$ cat src/rtl/lcd_pkg.sv
// Shared types, opcode masks and DDRAM address helpers for the HD44780-style LCD responder.
package lcd_pkg;

   typedef enum logic [1:0] {
      ST_IDLE  = 2'd0,
      ST_EXEC  = 2'd1,
      ST_CLEAR = 2'd2
   } lcd_state_t;

   localparam logic [7:0] CMD_CLEAR     = 8'h01;
   localparam logic [7:0] CMD_HOME      = 8'h02;
   localparam logic [7:0] CMD_ENTRY     = 8'h04;
   localparam logic [7:0] CMD_DISP      = 8'h08;
   localparam logic [7:0] CMD_SHIFT     = 8'h10;
   localparam logic [7:0] CMD_FUNC      = 8'h20;
   localparam logic [7:0] CMD_CGRAM     = 8'h40;
   localparam logic [7:0] CMD_SET_DDRAM = 8'h80;

   localparam logic [6:0] LINE0_BASE = 7'h00;
   localparam logic [6:0] LINE1_BASE = 7'h40;
   localparam logic [7:0] SPACE_CHAR = 8'h20;

   function automatic logic [4:0] f_ddram_idx(input logic [6:0] addr);
      return {addr[6], addr[3:0]};
   endfunction

   // Column 15 / column 0 hop to the other line so the cursor walks both lines in a ring.
   function automatic logic [6:0] f_addr_step(input logic [6:0] addr, input logic inc);
      if (inc) begin
         if (addr[3:0] == 4'hF) return addr[6] ? LINE0_BASE : LINE1_BASE;
         else                   return addr + 7'd1;
      end else begin
         if (addr[3:0] == 4'h0) return addr[6] ? (LINE0_BASE | 7'h0F) : (LINE1_BASE | 7'h0F);
         else                   return addr - 7'd1;
      end
   endfunction

endpackage

$ cat src/rtl/lcd_in_sync.sv
// Two-flop synchronizers for the LCD bus plus edge pulses on the synchronized enable.
module lcd_in_sync (
   input  logic       clk,
   input  logic       rst_n,
   input  logic       i_rs,
   input  logic       i_rw,
   input  logic       i_en,
   input  logic [7:0] i_data,
   output logic       o_rs_s,
   output logic       o_rw_s,
   output logic       o_en_s,
   output logic [7:0] o_data_s,
   output logic       o_en_rise,
   output logic       o_en_fall
);

   logic       r_rs_m;
   logic       r_rw_m;
   logic       r_en_m;
   logic       r_en_d;
   logic [7:0] r_data_m;

   always_ff @(posedge clk or negedge rst_n) begin
      if (!rst_n) begin
         r_rs_m   <= 1'b0;
         r_rw_m   <= 1'b0;
         r_en_m   <= 1'b0;
         r_data_m <= 8'h00;
         o_rs_s   <= 1'b0;
         o_rw_s   <= 1'b0;
         o_en_s   <= 1'b0;
         o_data_s <= 8'h00;
         r_en_d   <= 1'b0;
      end else begin
         r_rs_m   <= i_rs;
         r_rw_m   <= i_rw;
         r_en_m   <= i_en;
         r_data_m <= i_data;
         o_rs_s   <= r_rs_m;
         o_rw_s   <= r_rw_m;
         o_en_s   <= r_en_m;
         o_data_s <= r_data_m;
         r_en_d   <= o_en_s;
      end
   end

   assign o_en_rise = o_en_s & ~r_en_d;
   assign o_en_fall = ~o_en_s & r_en_d;

endmodule

$ cat src/rtl/lcd_responder.sv
// Device side of a 2x16 HD44780-compatible LCD: instruction decode, DDRAM, busy timing, reads.
// Optional en-width / data-stability checker enabled by defining LCD_TIMING_CHECK_EN.
//
// state | meaning
// IDLE  | not busy, waiting for an accepted write
// EXEC  | busy, down-counting the instruction execution time
// CLEAR | busy, filling DDRAM with spaces one entry per cycle
module lcd_responder
   import lcd_pkg::*;
#(
   parameter int unsigned BUSY_CYCLES   = 2000,
   parameter int unsigned CLEAR_CYCLES  = 76500,
   parameter int unsigned MIN_EN_CYCLES = 12
) (
   input  logic       clk,
   input  logic       rst_n,
   input  logic       rs,
   input  logic       rw,
   input  logic       en,
   input  logic [7:0] data_in,
   output logic [7:0] data_out,
   output logic       data_oe,
   output logic       busy,
   output logic [6:0] addr_cnt,
   output logic       disp_on,
   output logic       cursor_on,
   output logic       blink_on,
   input  logic [4:0] dbg_idx,
   output logic [7:0] dbg_char,
   output logic       err_busy
`ifdef LCD_TIMING_CHECK_EN
   ,output logic      timing_err
`endif
);

   localparam int CNT_W = $clog2(CLEAR_CYCLES + 1);

   logic             w_rs_s, w_rw_s, w_en_s, w_en_rise, w_en_fall;
   logic [7:0]       w_data_s;

   lcd_state_t       r_state, w_state_nxt;
   logic [CNT_W-1:0] r_cnt, w_cnt_nxt;
   logic [4:0]       r_clr_idx, w_clr_nxt;
   logic             r_busy, w_busy_nxt;
   logic             r_pend;
   logic             r_cmd_rs;
   logic [7:0]       r_cmd_data;
   logic [6:0]       r_addr;
   logic             r_id;
   logic             r_disp, r_cursor, r_blink;
   logic [7:0]       r_mem [32];
   logic [7:0]       r_data_out;
   logic [7:0]       r_dbg;
   logic             r_err_busy;
   logic             w_busy_now, w_wr_fall, w_is_clear, w_is_home, w_clr_done;

   lcd_in_sync u_sync (
      .clk       (clk),
      .rst_n     (rst_n),
      .i_rs      (rs),
      .i_rw      (rw),
      .i_en      (en),
      .i_data    (data_in),
      .o_rs_s    (w_rs_s),
      .o_rw_s    (w_rw_s),
      .o_en_s    (w_en_s),
      .o_data_s  (w_data_s),
      .o_en_rise (w_en_rise),
      .o_en_fall (w_en_fall)
   );

   assign w_busy_now = r_busy | r_pend;
   assign w_wr_fall  = w_en_fall & ~w_rw_s;
   assign w_is_clear = ~r_cmd_rs & (r_cmd_data == CMD_CLEAR);
   assign w_is_home  = ~r_cmd_rs & (r_cmd_data[7:2] == 6'd0) & r_cmd_data[1];
   assign w_clr_done = (r_state == ST_CLEAR) && (r_clr_idx == 5'd31);

   always_ff @(posedge clk or negedge rst_n) begin
      if (!rst_n) begin
         r_state   <= ST_IDLE;
         r_cnt     <= '0;
         r_clr_idx <= '0;
         r_busy    <= 1'b0;
      end else begin
         r_state   <= w_state_nxt;
         r_cnt     <= w_cnt_nxt;
         r_clr_idx <= w_clr_nxt;
         r_busy    <= w_busy_nxt;
      end
   end

   always_comb begin
      w_state_nxt = r_state;
      w_cnt_nxt   = r_cnt;
      w_clr_nxt   = r_clr_idx;
      w_busy_nxt  = r_busy;
      case (r_state)
         ST_IDLE: begin
            if (r_pend) begin
               w_busy_nxt = 1'b1;
               if (w_is_clear) begin
                  w_state_nxt = ST_CLEAR;
                  w_clr_nxt   = 5'd0;
               end else begin
                  w_state_nxt = ST_EXEC;
                  w_cnt_nxt   = w_is_home ? CNT_W'(CLEAR_CYCLES - 1) : CNT_W'(BUSY_CYCLES - 1);
               end
            end
         end
         ST_CLEAR: begin
            w_clr_nxt = r_clr_idx + 5'd1;
            if (r_clr_idx == 5'd31) begin
               // the 32 fill cycles count toward the clear execution time
               w_state_nxt = ST_EXEC;
               w_cnt_nxt   = CNT_W'(CLEAR_CYCLES - 33);
            end
         end
         ST_EXEC: begin
            if (r_cnt == '0) begin
               w_busy_nxt  = 1'b0;
               w_state_nxt = ST_IDLE;
            end else begin
               w_cnt_nxt = r_cnt - 1'b1;
            end
         end
         default: w_state_nxt = ST_IDLE;
      endcase
   end

   always_ff @(posedge clk or negedge rst_n) begin
      if (!rst_n) begin
         r_pend     <= 1'b0;
         r_cmd_rs   <= 1'b0;
         r_cmd_data <= 8'h00;
         r_err_busy <= 1'b0;
      end else begin
         r_pend <= w_wr_fall & ~w_busy_now;
         if (w_wr_fall & ~w_busy_now) begin
            r_cmd_rs   <= w_rs_s;
            r_cmd_data <= w_data_s;
         end
         if (w_wr_fall & w_busy_now) r_err_busy <= 1'b1;
      end
   end

   always_ff @(posedge clk or negedge rst_n) begin
      if (!rst_n) begin
         r_addr   <= LINE0_BASE;
         r_id     <= 1'b1;
         r_disp   <= 1'b0;
         r_cursor <= 1'b0;
         r_blink  <= 1'b0;
      end else if (r_pend) begin
         if (r_cmd_rs)                               r_addr <= f_addr_step(r_addr, r_id);
         else if ((r_cmd_data & CMD_SET_DDRAM) != 0) r_addr <= r_cmd_data[6:0];
         else if ((r_cmd_data & (CMD_CGRAM | CMD_FUNC)) != 0) begin
         end
         else if ((r_cmd_data & CMD_SHIFT) != 0)     r_addr <= f_addr_step(r_addr, r_cmd_data[2]);
         else if ((r_cmd_data & CMD_DISP) != 0) begin
            r_disp   <= r_cmd_data[2];
            r_cursor <= r_cmd_data[1];
            r_blink  <= r_cmd_data[0];
         end
         else if ((r_cmd_data & CMD_ENTRY) != 0)     r_id   <= r_cmd_data[1];
         else if ((r_cmd_data & CMD_HOME) != 0)      r_addr <= LINE0_BASE;
      end else if (w_clr_done) begin
         r_addr <= LINE0_BASE;
         r_id   <= 1'b1;
      end else if (w_en_fall & w_rw_s & w_rs_s) begin
         r_addr <= f_addr_step(r_addr, r_id);
      end
   end

   always_ff @(posedge clk or negedge rst_n) begin
      if (!rst_n) begin
         for (int i = 0; i < 32; i++) r_mem[i] <= SPACE_CHAR;
      end else if (r_pend & r_cmd_rs) begin
         r_mem[f_ddram_idx(r_addr)] <= r_cmd_data;
      end else if (r_state == ST_CLEAR) begin
         r_mem[r_clr_idx] <= SPACE_CHAR;
      end
   end

   always_ff @(posedge clk or negedge rst_n) begin
      if (!rst_n) begin
         r_data_out <= 8'h00;
         r_dbg      <= SPACE_CHAR;
      end else begin
         if (w_en_rise & w_rw_s)
            r_data_out <= w_rs_s ? r_mem[f_ddram_idx(r_addr)] : {w_busy_now, r_addr};
         r_dbg <= r_mem[dbg_idx];
      end
   end

`ifdef LCD_TIMING_CHECK_EN
   localparam int EN_W = $clog2(MIN_EN_CYCLES + 1) + 1;
   localparam logic [EN_W-1:0] EN_MAX = '1;

   logic [EN_W-1:0] r_en_cnt;
   logic [7:0]      r_data_prev;
   logic            r_timing_err;

   always_ff @(posedge clk or negedge rst_n) begin
      if (!rst_n) begin
         r_en_cnt     <= '0;
         r_data_prev  <= 8'h00;
         r_timing_err <= 1'b0;
      end else begin
         r_data_prev <= w_data_s;
         if (w_en_rise)                          r_en_cnt <= EN_W'(1);
         else if (w_en_s && r_en_cnt != EN_MAX)  r_en_cnt <= r_en_cnt + 1'b1;
         if (w_en_fall && (r_en_cnt < EN_W'(MIN_EN_CYCLES)))
            r_timing_err <= 1'b1;
         if (w_en_s & ~w_en_rise & ~w_rw_s & (w_data_s != r_data_prev))
            r_timing_err <= 1'b1;
      end
   end

   assign timing_err = r_timing_err;
`else
   logic w_unused_min_en;
   assign w_unused_min_en = (MIN_EN_CYCLES > 0);
`endif

   assign data_out  = r_data_out;
   assign data_oe   = w_en_s & w_rw_s;
   assign busy      = r_busy;
   assign addr_cnt  = r_addr;
   assign disp_on   = r_disp;
   assign cursor_on = r_cursor;
   assign blink_on  = r_blink;
   assign dbg_char  = r_dbg;
   assign err_busy  = r_err_busy;

endmodule
$ cat config.mk
export PLATFORM = sky130hd
export DESIGN_NAME = lcd_responder
export DESIGN_NICKNAME = d
export VERILOG_FILES = /design/src/rtl/lcd_pkg.sv /design/src/rtl/lcd_in_sync.sv /design/src/rtl/lcd_responder.sv
export SDC_FILE = /design/constraint.sdc
export NUM_CORES = 1
export LEC_CHECK = 0
export CAP_MARGIN = 30
export CORE_MARGIN = 8
export CORE_UTILIZATION = 50
export DETAILED_ROUTE_END_ITERATION = 7
export HOLD_SLACK_MARGIN = 0.08
export PLACE_DENSITY = 0.75
export SETUP_SLACK_MARGIN = 0.1
export SLEW_MARGIN = 20
export SYNTH_ARGS = -nofsm -noshare
export SYNTH_HDL_FRONTEND = slang
export SYNTH_SLANG_ARGS = --single-unit
$ cat constraint.sdc
create_clock -name clk -period 3.5 [get_ports clk]
set_input_delay 0.875 -clock clk [delete_from_list [all_inputs] [get_ports clk]]
set_output_delay 0.875 -clock clk [all_outputs]
set_load 0.05 [all_outputs]
* Word level (Yosys, flattened, before mapping) *
Index checks and enable logic that the tools add are counted.

word-level totals
  bits in registers = 342
  latch bits = 0
  RAM bits = 0
  memory bits (read-only) = 0
  input bits = 18
  output and inout port bits = 29
  word-level logic and storage cells = 190
  memories kept = 0

cells by class
  add/sub/neg operators = 4
  multipliers = 0
  divide/modulo/power cells = 0
  $lt $le $gt $ge = 5
  eq/ne operators = 21
  shifts and indexed selects = 0
  multiplexer cells = 55
  bitwise gates (word level) = 28
  reductions and logical operators = 21

operators by type and width
  kind                                                                           number
  256-bit 2-to-1 mux                                                             2
  256-bit bitwise mux                                                            1
  224-bit bitwise AND                                                            1
  224-bit inverter                                                               1
  7-bit 2-to-1 mux                                                               16
  17-bit 2-to-1 mux                                                              5
  8-bit binary-select mux with 5-bit select                                      2
  8-bit demux with 5-bit select                                                  2
  8-bit 2-to-1 mux                                                               7
  17-bit one-hot mux with 3 select lines                                         1
  32-bit OR                                                                      1
  32-bit nonzero test                                                            1
  2-bit != test (second input constant)                                          10
  6-bit greater-or-equal comparator (second input constant)                      3
  5-bit inverter with 6-bit output                                               3
  17-bit zero test                                                               1
  17-bit by 1-bit subtractor with 17-bit output (second input constant)          1
  1-bit bitwise AND                                                              13
  6-bit by 1-bit less-than comparator with 1-bit output (second input constant)  2
  1-bit 2-to-1 mux                                                               10
  5-bit 2-to-1 mux                                                               2
  5-bit by 3-bit != test with 1-bit output (second input constant)               2
  5-bit one-hot mux with 2 select lines                                          1
  5-bit AND reduction                                                            2
  other kinds (25)                                                               44

* Logic depth before layout (Yosys ltp) *
Gate-level depths: netlist (run 1).

  depth after elaboration = 9
  depth in mapped cells = 10
  gate-level depth less buffers = 8

* Hierarchy *
A second synthesis (run 1) with hierarchy kept.

second synthesis, totals
  cell total of the unflattened synthesis = 1379
  area, all modules = 17694.5 µm²

by module, submodules not included
  module         instances  cells an instance  area each (µm²)  sequential area each (µm²)
  lcd_responder  1          1354               17103.9          8025.2
  lcd_in_sync    1          25                 590.6            575.6

* Worst setup path before layout (run 1) *
OpenSTA, ideal clock, no wires.

  path kind = register to register
  from = register r_addr[0] (netlist: addr_cnt[0])
  to = register r_mem[88] (netlist bit)
  setup time = 0.068 ns
  arrival time = 2.939 ns
  data required time = 3.432 ns
  path slack = 0.494 ns
  stages on the path, launching flop included = 10
  path buffers = 3
  clock period less this slack = 3.006 ns
  cells stage by stage = dfrtp_1 > buf_2 > buf_4 > buf_4 > clkinv_1 > ha_1 > nand3_1 > nor2_1 > a31oi_1 > a22o_1

on the way
  cells in the longest elaborated chain, start to end = 7
  elaborated cells on any way between the ends = 8
  classes of those cells = order compare (2); mux (4); bitwise (1); reduce/logical (1)

ends and longest elaborated chain
  what                                                                                                                              line                  RTL
  start: declaration                                                                                                                lcd_responder.sv:48   logic [6:0] r_addr;
  start signal: assignment                                                                                                          lcd_responder.sv:154  if (r_cmd_rs) r_addr <= f_addr_step(r_addr, r_id);
  start signal: assignment                                                                                                          lcd_responder.sv:155  else if ((r_cmd_data & CMD_SET_DDRAM) != 0) r_addr <= r_cmd_data[6:0];
  start signal: assignment                                                                                                          lcd_responder.sv:158  else if ((r_cmd_data & CMD_SHIFT) != 0) r_addr <= f_addr_step(r_addr, r_cmd_data[2]);
  5-bit inverter with 6-bit output (not written as such) *                                                                          lcd_responder.sv:178  r_mem[f_ddram_idx(r_addr)] <= r_cmd_data;
  6-bit greater-or-equal comparator (not written as such) or 6-bit by 1-bit less-than comparator with 1-bit output (tied branches)  lcd_responder.sv:178
  1-bit logical AND (not written as such)                                                                                           lcd_responder.sv:178
  8-bit 2-to-1 mux (not written as such)                                                                                            lcd_responder.sv:178
  8-bit demux with 5-bit select *                                                                                                   lcd_responder.sv:178
  256-bit bitwise mux *                                                                                                             lcd_responder.sv:178
  256-bit 2-to-1 mux *                                                                                                              lcd_responder.sv:177  end else if (r_pend & r_cmd_rs) begin
  end signal: indexed assignment                                                                                                    lcd_responder.sv:178
  end: declaration                                                                                                                  lcd_responder.sv:51   logic [7:0] r_mem [32];

Every way passes the cells marked *; elsewhere a longest branch is shown, timed or not.
A chain may end at the register's enable or synchronous reset.

* Worst setup path in the final report (run 1) *
  from = register r_addr[0] (netlist: addr_cnt[0])
  to = output addr_cnt[0]

RTL lines
  what              line                 RTL
  end: declaration  lcd_responder.sv:24  output logic [6:0] addr_cnt,

No word-level cell between the ends.

==> impl_metrics.ini, run 1 <==
[yosys]
synth_cell_type_count = 70
yosys.area.top_type = dfrtp_1
async_flop_share = 1.00
ys_ff_latch = 342
synth_ff_type = dfrtp_1
ys.warnings.count = 0
synth_edf_count = 0
synthCells = 1413
syn_nets = 1445
synth_area_per_cell_um2 = 12.6
syn-cell-area_um2 = 17800
ys_seq_area_frac = 0.484
ys_top_cells_by_area = dfrtp_1 43%, mux4_2 16%, a22o_1 11%
yosysTopAreaCellShare = 0.434

[clock_tree]
numCtsBuffers = 38
cts_tree = done
post-cts-setup-buffer-count = 0
clkLatencyLatePin_ns = 0.57
cts_sinks = 342
clk_path_buf_depth = 3
hold_buffers = 0
path_clk_slew_ns = 0.06
cts_resized = 0
root_buffer = clkbuf_16
htreeDepth = 2

[die]
die_h_um = 204
core.rowCount = 69
core_area_um2 = 35300
die_x_um = 204
ios = 47
start_util = 0.503
fp.dieArea_um2 = 41800

[timing]
finClkSkew_ns = 0.0361
drv_slew = 0
hold_viol_final = 0
rsz0062_at_grt = false
worstMarginPinSlew_ns = 0.921
setup-tns-final_ns = 0
worst_slack_ns = 0.219
maxSlewHeadroom = 0.386
setup_violations = 0
period_minus_slack_ns = 3.28
hold_ws_ns = 0.303
clock.fmax_ghz = 0.305
period_share = 0.937

[critical_path]
startpoint_type = register
critPathRequiredTime_ns = 2.62
timing_worst_setup_path_type = register to output pin
end_kind = output pin
slowest_stage = clkdlybuf4s50_1
worstPathCellList = buf_12 -> clkdlybuf4s50_1
r2r_slack_ns = 0.73
max_stage_delay_ns = 0.88
cp_data_arrival_time_ns = 2.41
worstPathMaxFanout = 52

[finish]
final_area_um2 = 20300
layout_commonest_cell = dfrtp_1
layout_common_cells = 305 x dfrtp_1, 229 x a22o_1, 128 x mux4_2
fin_nets = 1510
drive_gt1_frac = 0.232
area_growth_pct = 14.6

[route]
drt_pass1_iterations = 6
drt-initial-drc-count = 1975
finalWirelength_um = 59100
drc = 0
via_per_inst = 7.18
vias = 14146
ant_nets = 0
wire_per_inst_um = 30.0

[power_and_ir_drop]
leakage_nw = 8.86
total_power_w = 0.0122
p_per_area_nw_per_um2 = 602
ir_drop_uv = 462

[placement]
globalplace.congestion = 0.987
placed_area_um2 = 19100
hpwlAfterDp_um = 40400
dpl_worst_slack_ns = 0.547
io_buffer_count = 46

[grt]
antenna_found_initial = 2
grt_max_degree = 84
grt_pass1_wl_um = 89200
overflow = 0
grt_use_total = 0.283
grt_pass1_vias = 13987

[flow_run]
max_cap_viol_count = 0

[hold_path]
hold_class = input port to async pin

[outcome]
status = completed
==> cells in the mapped netlist, types with 5 or more instances <==
cell type	instances
clkbuf_1	53
nand3_1	19
or3b_2	6
nor2b_1	12
a22o_1	229
mux2_2	13
nand2b_1	6
nor3_1	25
a221oi_1	6
nor3b_1	7
nand2_1	65
or3_1	5
dfrtp_1	308
a31oi_1	20
mux2i_1	48
buf_1	13
inv_1	54
buf_2	26
and2_1	7
a22oi_1	42
buf_4	11
mux4_2	128
ha_1	14
dfstp_2	34
nor4_1	6
o22ai_1	10
nor2_1	62
a21oi_1	59
and3_1	8
o21ai_0	37
==> registers in the layout (all words and copies together) (netlist names), 2 cells and up <==
name and flops:
r_state 2, u_sync.r_data_m 8, u_sync.o_data_s 8, r_mem 256, data_out 8, r_cmd_data 8
r_cnt 17, dbg_char 8, addr_cnt 7, r_clr_idx 5
==> routing by layer <==
metal,routed length (um),share of wire,global-route usage,up-vias
li1,-,-,-,5694
met1,22000,0.37,0.368,7114
met2,25200,0.43,0.402,1084
met3,7930,0.13,0.105,252
met4,3960,0.067,0.165,2
met5,13,0.00022,0,-
==> worst max-delay path: cells and delay by family (launching register included) <==
family / cells / cell delay [ns]
buffers and inverters: 2 / 1.22
flip-flops: 1 / 0.59
==> cell families after synthesis <==
logic type | after synthesis | synth area share
AOI/OAI and AO/OA | 448 | 0.193
DFF | 342 | 0.484
and+or+nand+nor | 257 | 0.0749
muxes | 189 | 0.198
buffers and inverters | 159 | 0.0382
adders and majority gates | 14 | 0.00987
xor gates and xnor gates | 4 | 0.00197
==> area by class of cell <==
type                            instances  area (um^2)
Fill cell                            2750        15000
Antenna cell                            2         5.00
Sequential cell                       342         8610
Timing Repair Buffer                  129         1220
Clock buffer                           46         1040
Tap cell                              461          577
Inverter                               55          206
Multi-Input combinational cell        912         8470
Clock inverter                         22          209
==> stage by stage <==
stage / cells / util
final: 1969 / 0.576
after global routing: 1967 / 0.576
after CTS: 1967 / 0.576
after detailed placement: 1899 / 0.541
after global placement: 1898 / 0.540
after floorplan: 1413 / -
==> worst paths after layout <==
| kind | startpoint | endpoint | depth (start not counted) |
|---|---|---|---|
| worst min-delay path | rst_n | u_sync.r_data_m[0] | 1 |
| max in group asynchronous | rst_n | r_mem[5] | 2 |
| min in group clk | u_sync.r_data_m[6] | u_sync.o_data_s[6] | 0 |
| worst min register to register | u_sync.r_data_m[6] | u_sync.o_data_s[6] | 0 |
| worst max-delay path | addr_cnt[0] | addr_cnt[0] | 2 |
| worst max register to register | addr_cnt[0] | r_mem[72] | 7 |
==> where the power goes <==
part	switching (W)	total, W	internal (W)
registers	0.000315	0.00451	0.00420
logic	0.00240	0.00367	0.00127
clock network	0.00171	0.00406	0.00236
total	0.00442	0.0122	0.00782
No activity file was read; power rests on OpenSTA's default activity.
==> run 2, diff against run 1 <==
- ABC_AREA: not set -> 0
- clock period: 3.5 -> 3.25 ns (I/O delays scaled with it)
==> run 2 against run 1 <==
Clock skew shrank 0.018 ns. Worst hold slack got worse by 0.064 ns. Sequential share of layout area down 0.44 points. Global-route usage rose by 0.44 points.
==> impl_metrics.ini, run 2 (synthesis results as in run 1) <==
[outcome]
status = completed

[critical_path]
worstPathCellList = buf_12 -> clkdlybuf4s50_1
critPathRequiredTime_ns = 2.44
crit_buf_inv = 2
worstPathMaxFanout = 67
cp_top_family = buffers and inverters
slowest_stage = clkdlybuf4s50_1
cp_data_arrival_time_ns = 2.25
max_stage_delay_ns = 0.90
startpoint_type = register
end_kind = output pin
timing_worst_setup_path_type = register to output pin

[route]
drc = 0
via_per_inst = 7.15
finalWirelength_um = 60300
wire_per_inst_um = 30.3
ant_nets = 0
vias = 14202
drt_pass1_iterations = 6
drt-initial-drc-count = 2225

[finish]
largest_reg_flops = 256
area_growth_pct = 15.8
regMostFlops = r_mem
drive_gt1_frac = 0.237
fin_nets = 1529
fin_util = 0.582
final_area_um2 = 20600
reg_top3 = r_mem x256, r_cnt x17
seqCellArea_um2 = 8610
multiInputGateArea_um2 = 8470
layout_common_cells = 305 x dfrtp_1, 229 x a22o_1, 128 x mux4_2
layout_commonest_cell = dfrtp_1
nFillCells = 2754

[clock_tree]
cts_sinks = 342
hold_buffers = 0
cts_resized = 0
cts_tree = done
clk_path_buf_depth = 3
clkLatencyLatePin_ns = 0.55
post-cts-setup-buffer-count = 0
root_buffer = clkbuf_16
numCtsBuffers = 38
htreeDepth = 2
path_clk_slew_ns = 0.06

[timing]
maxSlewHeadroom = 0.405
setup-tns-final_ns = 0
clock.fmax_ghz = 0.327
finClkSkew_ns = 0.0183
worstMarginPinSlew_ns = 0.888
drv_slew = 0
rsz0062_at_grt = false
setup_violations = 0
period_minus_slack_ns = 3.06
hold_viol_final = 0
period_share = 0.942

[placement]
io_buffer_count = 46
placed_area_um2 = 19200
hpwlAfterDp_um = 42400
globalplace.congestion = 1.05

[die]
core_area_um2 = 35300
core.rowCount = 69
die_x_um = 204
ios = 47
fp.dieArea_um2 = 41800
start_util = 0.503
die_h_um = 204

[power_and_ir_drop]
p_per_area_nw_per_um2 = 653
total_power_w = 0.0134
leakage_nw = 8.98
ir_drop_uv = 636

[hold_path]
hold_class = input port to async pin

[grt]
grt_use_total = 0.287
overflow = 0
grt_max_degree = 74
antenna_found_initial = 4
grt_pass1_vias = 13729
grt_pass1_wl_um = 90800

[flow_run]
max_cap_viol_count = 0
==> run 2: path summary, 6_finish.rpt <==
check                         startpoint                 end  slack (ns)  cells past startpoint
max in group asynchronous          rst_n          r_mem[133]        2.13                      2
hold / removal                     rst_n  u_sync.o_data_s[2]        0.24                      1
setup / recovery             addr_cnt[0]         addr_cnt[0]        0.19                      2
hold reg to reg            u_sync.r_rw_m       u_sync.o_rw_s        0.35                      0
min in group clk           u_sync.r_rw_m       u_sync.o_rw_s        0.35                      0
setup reg to reg            r_clr_idx[4]           r_cnt[12]        0.60                      6
==> run 2: power by group <==
part / internal [W] / switching [W]
sequential: 0.00452 / 0.000320
clock: 0.00279 / 0.00176
combinational: 0.00139 / 0.00264
total: 0.00870 / 0.00472
==> run 2: layer usage <==
layer | GRT usage | wire length (um)
met1 | 0.404 | 22900
met2 | 0.410 | 26100
met3 | 0.0793 | 8210
met4 | 0.133 | 2980
met5 | 0 | 27
==> run 2: layout make-up <==
class	count	area share
Antenna cell	1	0.000122
Clock buffer	55	0.0544
Clock inverter	13	0.00937
Inverter	55	0.0100
Multi-Input combinational cell	912	0.412
Sequential cell	342	0.419
Tap cell	461	0.0281
Timing Repair Buffer	148	0.0671
==> run 2: per-stage QoR <==
stage | cells | worst slack, ns | hold slack (ns)
floorplan | 1413 | 0.244 | 0.331
global placement | 1917 | 0.487 | 0.334
detailed placement | 1918 | 0.422 | 0.336
CTS | 1986 | 0.136 | 0.261
global route | 1986 | 0.107 | 0.282
finish | 1987 | 0.188 | 0.240
==> run 2: worst reg2reg max path: stages (launching register included) <==
cell,delay (ns)
dfrtp_1,0.75
ha_1,0.32
inv_1,0.07
a221o_1,0.29
a211o_1,0.43
or3_1,0.47
o31ai_1,0.22
==> run 3, diff against run 2 <==
- SKIP_CTS_REPAIR_TIMING: not set -> 1
==> results of run 3 <==
Final layout, timing and power as in run 2 (identical DEF).
